[src/rtl/bram_fifo_ctrl.sv]
// bram_fifo_ctrl: first-word-fall-through stream FIFO built around an external
// dual-port block RAM. Port A takes pushes, port B issues reads whose registered
// data returns two edges later; a 3-entry output queue plus read credits turns
// that latency into a plain valid/ready stream.
module bram_fifo_ctrl #(
   parameter int ADDR_ = 8,
   parameter int DATA_ = 8
) (
   input  logic             clk,
   input  logic             aclr,
   input  logic             in_valid,
   output logic             in_ready,
   input  logic [DATA_-1:0] in_data,
   output logic             out_valid,
   input  logic             out_ready,
   output logic [DATA_-1:0] out_data,
   output logic [ADDR_+1:0] count,
   output logic             ram_wea,
   output logic [ADDR_-1:0] ram_addra,
   output logic [DATA_-1:0] ram_dina,
   output logic             ram_web,
   output logic [ADDR_-1:0] ram_addrb,
   output logic [DATA_-1:0] ram_dinb,
   input  logic [DATA_-1:0] ram_doutb
);

   localparam int PTR_W  = ADDR_ + 1;
   localparam int CNT_W  = ADDR_ + 2;
   localparam int QDEPTH = 3;

   // RAM occupancy value meaning "every RAM word holds unread data".
   localparam logic [PTR_W-1:0] RAM_FULL = {1'b1, {ADDR_{1'b0}}};

   // Pointers carry one extra MSB so full and empty differ.
   logic [PTR_W-1:0] wr_ptr_q, wr_ptr_d;
   logic [PTR_W-1:0] rd_ptr_q, rd_ptr_d;
   logic [PTR_W-1:0] ram_cnt;

   // Read-valid shift pipe: bit 0 = address presented, bit 1 = ram_doutb valid.
   logic [1:0]       pipe_q, pipe_d;

   // Output queue; entry 0 is the head and drives out_data directly.
   logic [1:0]       q_cnt_q, q_cnt_d;
   logic [DATA_-1:0] q_data_q [QDEPTH];
   logic [DATA_-1:0] q_data_d [QDEPTH];
   logic             out_valid_q, out_valid_d;

   logic [CNT_W-1:0] count_q, count_d;

   logic             push;
   logic             pop;
   logic             capture;
   logic             rd_issue;
   logic [1:0]       q_keep;
   logic [2:0]       credits_used;

   // Handshakes, occupancy and read-credit decision for the current cycle.
   always_comb begin
      ram_cnt  = wr_ptr_q - rd_ptr_q;
      in_ready = ~aclr & (ram_cnt != RAM_FULL);
      push     = in_valid & in_ready;
      pop      = out_valid_q & out_ready;
      capture  = pipe_q[1];
      // Queue entries that survive this edge; the head leaving now frees its
      // slot for a same-cycle issue, which is what sustains one word per cycle.
      q_keep       = q_cnt_q - {1'b0, pop};
      credits_used = {1'b0, q_keep} + {2'b00, pipe_q[0]} + {2'b00, pipe_q[1]};
      // Registered pointers only: a word written at this edge is readable next cycle,
      // which avoids the RAM's mixed-port read-during-write behaviour.
      rd_issue = (ram_cnt != '0) & (credits_used < 3'd3);
   end

   // Next-state for pointers, read pipe, output queue and word count.
   always_comb begin
      // NOTE: every target gets its hold value first so no path can infer a latch.
      wr_ptr_d = wr_ptr_q;
      rd_ptr_d = rd_ptr_q;
      pipe_d   = pipe_q;
      q_data_d = q_data_q;
      q_cnt_d  = q_cnt_q;
      count_d  = count_q;

      wr_ptr_d = wr_ptr_q + PTR_W'(push);
      rd_ptr_d = rd_ptr_q + PTR_W'(rd_issue);
      pipe_d   = {pipe_q[0], rd_issue};

      if (pop) begin
         for (int i = 0; i < QDEPTH - 1; i++) begin
            q_data_d[i] = q_data_q[i + 1];
         end
      end

      // Returning word lands right behind whatever survives this edge.
      if (capture) begin
         case (q_keep)
            2'd0:    q_data_d[0] = ram_doutb;
            2'd1:    q_data_d[1] = ram_doutb;
            2'd2:    q_data_d[2] = ram_doutb;
            default: q_data_d[0] = q_data_q[0];
         endcase
      end

      q_cnt_d     = q_keep + {1'b0, capture};
      out_valid_d = (q_cnt_d != 2'd0);
      count_d     = count_q + CNT_W'(push) - CNT_W'(pop);
   end

   // State registers; reset discards stored words and any reads still in flight.
   always_ff @(posedge clk or posedge aclr) begin
      if (aclr) begin
         wr_ptr_q    <= '0;
         rd_ptr_q    <= '0;
         pipe_q      <= '0;
         q_cnt_q     <= '0;
         out_valid_q <= 1'b0;
         count_q     <= '0;
         // NOTE: the queue is only three words, so it is reset outright; entry 0
         // is out_data, which must come up 0.
         for (int i = 0; i < QDEPTH; i++) begin
            q_data_q[i] <= '0;
         end
      end else begin
         // NOTE: non-blocking so every flop samples the pre-edge values.
         wr_ptr_q    <= wr_ptr_d;
         rd_ptr_q    <= rd_ptr_d;
         pipe_q      <= pipe_d;
         q_cnt_q     <= q_cnt_d;
         out_valid_q <= out_valid_d;
         count_q     <= count_d;
         for (int i = 0; i < QDEPTH; i++) begin
            q_data_q[i] <= q_data_d[i];
         end
      end
   end

   assign out_valid = out_valid_q;
   assign out_data  = q_data_q[0];
   assign count     = count_q;

   // Port A: writes only.
   assign ram_wea   = push;
   assign ram_addra = wr_ptr_q[ADDR_-1:0];
   assign ram_dina  = in_data;

   // Port B: reads only.
   assign ram_web   = 1'b0;
   assign ram_addrb = rd_ptr_q[ADDR_-1:0];
   assign ram_dinb  = '0;

endmodule

[config.mk]
export PLATFORM = sky130hd
export DESIGN_NAME = bram_fifo_ctrl
export DESIGN_NICKNAME = d
export VERILOG_FILES = /design/src/rtl/bram_fifo_ctrl.sv
export SDC_FILE = /design/constraint.sdc
export NUM_CORES = 1
export LEC_CHECK = 0
export CAP_MARGIN = 10
export CELL_PAD_IN_SITES_DETAIL_PLACEMENT = 0
export CELL_PAD_IN_SITES_GLOBAL_PLACEMENT = 1
export CORE_MARGIN = 1
export CORE_UTILIZATION = 49
export DETAILED_ROUTE_END_ITERATION = 16
export DONT_BUFFER_PORTS = 1
export GPL_TIMING_DRIVEN = 0
export PLACE_DENSITY = 0.83
export REMOVE_ABC_BUFFERS = 1
export SYNTH_ARGS = -nofsm -noshare
export SYNTH_HDL_FRONTEND = slang
export SYNTH_SLANG_ARGS = --single-unit
[constraint.sdc]
create_clock -name clk -period 4.8 [get_ports clk]
set_clock_uncertainty 0.1 [all_clocks]
set_input_delay 0.96 -clock clk [delete_from_list [all_inputs] [get_ports clk]]
set_output_delay 0.96 -clock clk [all_outputs]
set_load 0.05 [all_outputs]
Yosys cells after proc, flatten, opt, wreduce, memory -nomap -nowiden

Cells that the tools add are included.

Add/subtract/negate cells: 9
Multipliers: 0
Divide/modulo/power cells: 0
Magnitude comparators: 1
Equality and inequality tests: 4
Shifts and indexed selects: 0
Muxes and demuxes: 5
Bitwise gates (word level): 5
Reductions and logical operators: 5

Operator list:

| kind                 | count |
|---|---|
| $mux W24             | 1 |
| $add A9 B1 Y9        | 2 |
| $mux W16             | 1 |
| $mux W8              | 2 |
| $pmux W8 S2          | 1 |
| $add A10 B1 Y10      | 1 |
| $sub A10 B1 Y10      | 1 |
| $ne A9 B9 Y1 const B | 1 |
| $reduce_bool A9 Y1   | 1 |
| $sub A9 B9 Y9        | 1 |
| $and A1 B1 Y1        | 4 |
| $add A2 B1 Y3        | 1 |
| $add A3 B1 Y3        | 1 |
| $lt A3 B2 Y1 const B | 1 |
| $ne A3 B2 Y1 const B | 1 |
| $add A2 B1 Y2        | 1 |
| $eq A2 B1 Y1 const B | 1 |
| $eq A2 B2 Y1 const B | 1 |
| $logic_not A2 Y1     | 1 |
| $reduce_and A2 Y1    | 1 |
| $reduce_bool A2 Y1   | 1 |
| $reduce_or A2 Y1     | 1 |
| $sub A2 B1 Y2        | 1 |
| $not A1 Y1           | 1 |

Register bits: 57
Latch bits: 0
Bits in writable memories: 0
Memory bits (read-only): 0
Input port bits: 20
Output and inout bits: 54
Memories: 0

Longest topological paths before layout

Depth in word-level cells: 7
Gate-level depth with buffers: 19
Mapped depth without buffers: 19

Worst setup path before layout

Ideal clock, no wire load.

Kind: input-to-output
From: in aclr
To: out in_ready
Arrival time: 2.738 ns
Data required time: 3.740 ns
Slack: 1.002 ns
Cell stages on the path: 2
Cell sequence: inv_1 > and2_1

Word-level cells in the longest chain between the ends: 2

Ends and longest elaborated chain:

| item            | line | text |
|---|---|---|
| start, declared | 10   | `input logic aclr,` |
| $not A1 Y1      | 60   | `in_ready = ~aclr & (ram_cnt != RAM_FULL);` |
| $and A1 B1 Y1   | 60   |  |
| end, declared   | 12   | `output logic in_ready,` |

Every way passes these cells.

Final worst setup path

From: reg rd_ptr_q[2]
To: reg count_q[8] (netlist: count[8])

Word-level cells in the longest chain between the ends: 6

Ends and longest elaborated chain:

| item                   | line | text |
|---|---|---|
| start, declared        | 36   | `logic [PTR_W-1:0] rd_ptr_q, rd_ptr_d;` |
| start signal, assigned | 125  | `rd_ptr_q <= rd_ptr_d;` |
| $sub A9 B9 Y9          | 59   | `ram_cnt = wr_ptr_q - rd_ptr_q;` |
| $ne A9 B9 Y1           | 60   |  |
| $and A1 B1 Y1          | 60   |  |
| $and A1 B1 Y1          | 61   | `push = in_valid & in_ready;` |
| $add A10 B1 Y10        | 105  | `count_d = count_q + CNT_W'(push) - CNT_W'(pop);` |
| $sub A10 B1 Y10        | 105  |  |
| net count_d[8]         | 48   | `logic [CNT_W-1:0] count_q, count_d;` |
| end signal, assigned   | 129  | `count_q <= count_d;` |
| end, declared          | 48   |  |

The timed path passes the listed nets, and every way through them passes these cells.
A chain may end at the register's enable or synchronous reset.

==> summary.txt <==
Detailed routing
  – First DRT Iteration DRCs: between 100 and 150
  – Wire length per cell: roughly 15 um
  – Total via count after detailed routing: approximately 2000
  – Drt first pass iters: 12
  – Remaining design rule violation count: 6
  – Via density per instance: 5.374
  – Total routed wirelength: around 5600 um
  – Post-route ant nets: 0

Flow run
  – Total of max-cap violations: 0

Yosys
  – Most numerous cell in the Yosys netlist: sky130_fd_sc_hd__dfrtp_1
  – Post-synthesis xor/xnor area fraction: around 7.4%
  – Cell area after synthesis: approximately 3300 um2
  – Library cells used by synthesis: 38
  – Syn avg cell area: slightly above 10 um2
  – Post-synth top area cell: sky130_fd_sc_hd__dfrtp_1
  – Post-synthesis instance total: 323
  – Count of flip-flops with a built-in enable after synthesis: 0
  – Most used flip-flop cell after synthesis: sky130_fd_sc_hd__dfrtp_1
  – Post-synthesis simple-gate area fraction: roughly 11%
  – Fraction of the yosys area taken by sequential cells: about 43%
  – Number of synthesized register bits: 57
  – Main combinational cell family by area after synthesis: buffers and inverters
  – Ranking of synthesized cells by area: sky130_fd_sc_hd__dfrtp_1, sky130_fd_sc_hd__ha_1, sky130_fd_sc_hd__buf_4
  – Mux share of post-synthesis cell area: about 5.7%
  – Post-synthesis async set-or-reset flop share: 100.0%
  – Synth Area in Compound Gates: approximately 8.8%
  – Yosys warns: 0
  – Most used standard cells in the synthesized netlist: sky130_fd_sc_hd__dfrtp_1, sky130_fd_sc_hd__buf_4, sky130_fd_sc_hd__nand2_1, sky130_fd_sc_hd__ha_1, sky130_fd_sc_hd__inv_1
  – Synth Area in Adders: between 10% and 20%
  – Portion of synthesized cell area occupied by the leading cell type: a little over two fifths

Global routing
  – GR Layer Usage met2: between 20% and 30%
  – Met3 usage: approximately 5.3%
  – Met1 track demand over resource: a little over a fifth
  – Vias in the first global route: roughly 2000
  – Wire length of the first global-routing pass: 9328 um
  – Combined global-route utilization of all metal layers: between 10% and 20%
  – Gr ovfl total: 0
  – Maximum number of pins on one net before global-route repair: 36
  – Busiest grt layer: met2
  – Antenna violations before repair: 0

STA
  – Maximum achievable frequency: around 230 MHz
  – RSZ-0062 raised after global routing: no
  – Final count of pins violating max slew: 0
  – Period Utilization, post-route: about nine tenths
  – Tmin final: about 4.3 ns
  – Setup ws final: about 0.45 ns
  – Total count of hold-check failures in the final report: 0
  – Setup Viol. Count Final: 0
  – Slew at the pin closest to its max-slew limit: ~0.76 ns
  – Total negative slack: 0 ns
  – Slew HR: between 40% and 50%

CTS
  – Worst-Skew Late Latency: 0.32 ns
  – Clock Sinks: 57
  – Worst-path clk slew: roughly 0.060 ns
  – CTS H-tree lvls: 3
  – Number of instances resized during post-cts repair: 0
  – Clock root buffer: sky130_fd_sc_hd__clkbuf_8
  – Maximum number of buffers from clock root to sink: 2
  – Clock tree from TritonCTS: yes
  – Count of hold buffers inserted by post-cts repair: 0
  – Total CTS buffers: 9
  – Setup fix buffers added after clock tree synthesis: 0

Floorplanning
  – Core Area: 6459 um2
  – Height of the die: roughly 84 um
  – Number of placement rows: 29
  – Starting utilization of the core area: a little over 50%
  – Die Wd: roughly 84 um
  – IO Count: 74
  – Die area: 7110 um2

Setup path
  – Worst setup path class: reg2reg
  – Nature of the critical path startpoint: flop
  – Largest fanout on the critical path: 5
  – Critical path data arrival time: about 4.5 ns
  – Required @ worst endpoint: slightly below 5 ns
  – Critical Path Sink Type: flop

Min path
  – Hold Crit Class: reg2reg

Placed design
  – Routability congestion estimate from global placement: ~0.79
  – Hpwl dp: 4100 um
  – Placed Area: between 3000 and 4000 um2
  – Instance count after placement with tap cells included: between 300 and 400
  – Port Buffer Count: 0
  – Pre-CTS setup slack: 0.3899 ns

Cells and area
  – Final antenna diode count: 0
  – Layout cells sized above 1: ~8.3%
  – Design area: about 3300 um2
  – Register area: approximately 1400 um2
  – Area growth from synthesis to layout: -0.3013%
  – Number of filler cells placed in the layout: 607
  – # nets final: between 300 and 400
  – Non-filler cells, final: between 300 and 400
  – Area of the multi-input gates: between 1500 and 2000 um2

Outcome
  – Run status: finished, violations left
  – Violations in the final reports: DRC
==> cells in the final DEF, fill, tap and decap left out, drive strengths merged, types with 3 or more instances in the layout <==
cell and count:
a21o 3, and2 6, nand2b 4, inv 25, o21ai 14, nor2 5, nor3 5, xor2 7
a22oi 8, nor2b 3, nand4 5, xnor2 21, ha 28, conb 9, and3 3, clkbuf 12
a21oi 10, nand2 34, mux2 8, dfrtp 57, mux2i 10, nand3 5
==> through the flow <==
stage               hold WS [ns]  utilization [%]
CTS                       0.3085            51.26
global route              0.3354            51.26
detailed placement        0.3023            48.74
finish                    0.3101            51.26
floorplan                 0.2916                -
global placement          0.2939            48.43
==> registers in the layout, summed over array words and instances (netlist names) <==
register	cells
count	10
q_cnt_q	2
q_data_q	16
pipe_q	2
out_data	8
rd_ptr_q	9
wr_ptr_q	9
out_valid	1
==> worst max-delay path, cell delays in order (launching register included) <==
cell,delay [ns]
sky130_fd_sc_hd__dfrtp_1,0.70
sky130_fd_sc_hd__inv_1,0.18
sky130_fd_sc_hd__ha_1,0.35
sky130_fd_sc_hd__o21ai_0,0.15
sky130_fd_sc_hd__a21oi_1,0.11
sky130_fd_sc_hd__o31a_1,0.26
sky130_fd_sc_hd__o311ai_1,0.35
sky130_fd_sc_hd__a211o_1,0.21
sky130_fd_sc_hd__nand2_1,0.07
sky130_fd_sc_hd__ha_1,0.29
sky130_fd_sc_hd__inv_1,0.06
sky130_fd_sc_hd__ha_1,0.16
sky130_fd_sc_hd__inv_1,0.05
sky130_fd_sc_hd__fa_1,0.40
sky130_fd_sc_hd__nor2b_1,0.12
sky130_fd_sc_hd__o21ai_0,0.09
sky130_fd_sc_hd__nand2b_1,0.14
sky130_fd_sc_hd__a21oi_1,0.09
sky130_fd_sc_hd__o21ai_0,0.22
sky130_fd_sc_hd__xor2_1,0.16
==> logic make-up (layout without fill, tap and decap cells) <==
family,after synthesis,in the layout
compound gates,45,45
xor+xnor,28,28
fa+ha+maj,30,30
buf+inv,69,41
flops,57,57
mux,18,18
other cells,1,9
simple gates,75,75
==> layer usage <==
layer	up-vias	routed length, um
li1	994	-
met1	977	2589
met2	62	2566
met3	9	320
met4	0	80
met5	-	0
==> worst paths after layout <==
check | startpoint | end | slack (ns) | cells past startpoint
max in group asynchronous | aclr | wr_ptr_q[3] | 3.57 | 2
worst min register to register | pipe_q[0] | pipe_q[1] | 0.31 | 0
worst min-delay path | pipe_q[0] | pipe_q[1] | 0.31 | 0
worst max-delay path | rd_ptr_q[2] | count[8] | 0.45 | 19
min in group asynchronous | aclr | count[9] | 0.45 | 1
worst max register to register | rd_ptr_q[2] | count[8] | 0.45 | 19
==> final cells by class <==
cell class	instances	share of cell area, %
Clock inverter	3	0.5291
Sequential cell	57	43.08
Multi-Input combinational cell	205	45.65
Inverter	25	2.834
Tap cell	77	2.910
Timing Repair Buffer	1	0.6047
Clock buffer	12	4.384
Power is left out: the tool's default activity adds up to more than one toggle a clock period on the data nets, which glitch-free logic cannot reach.
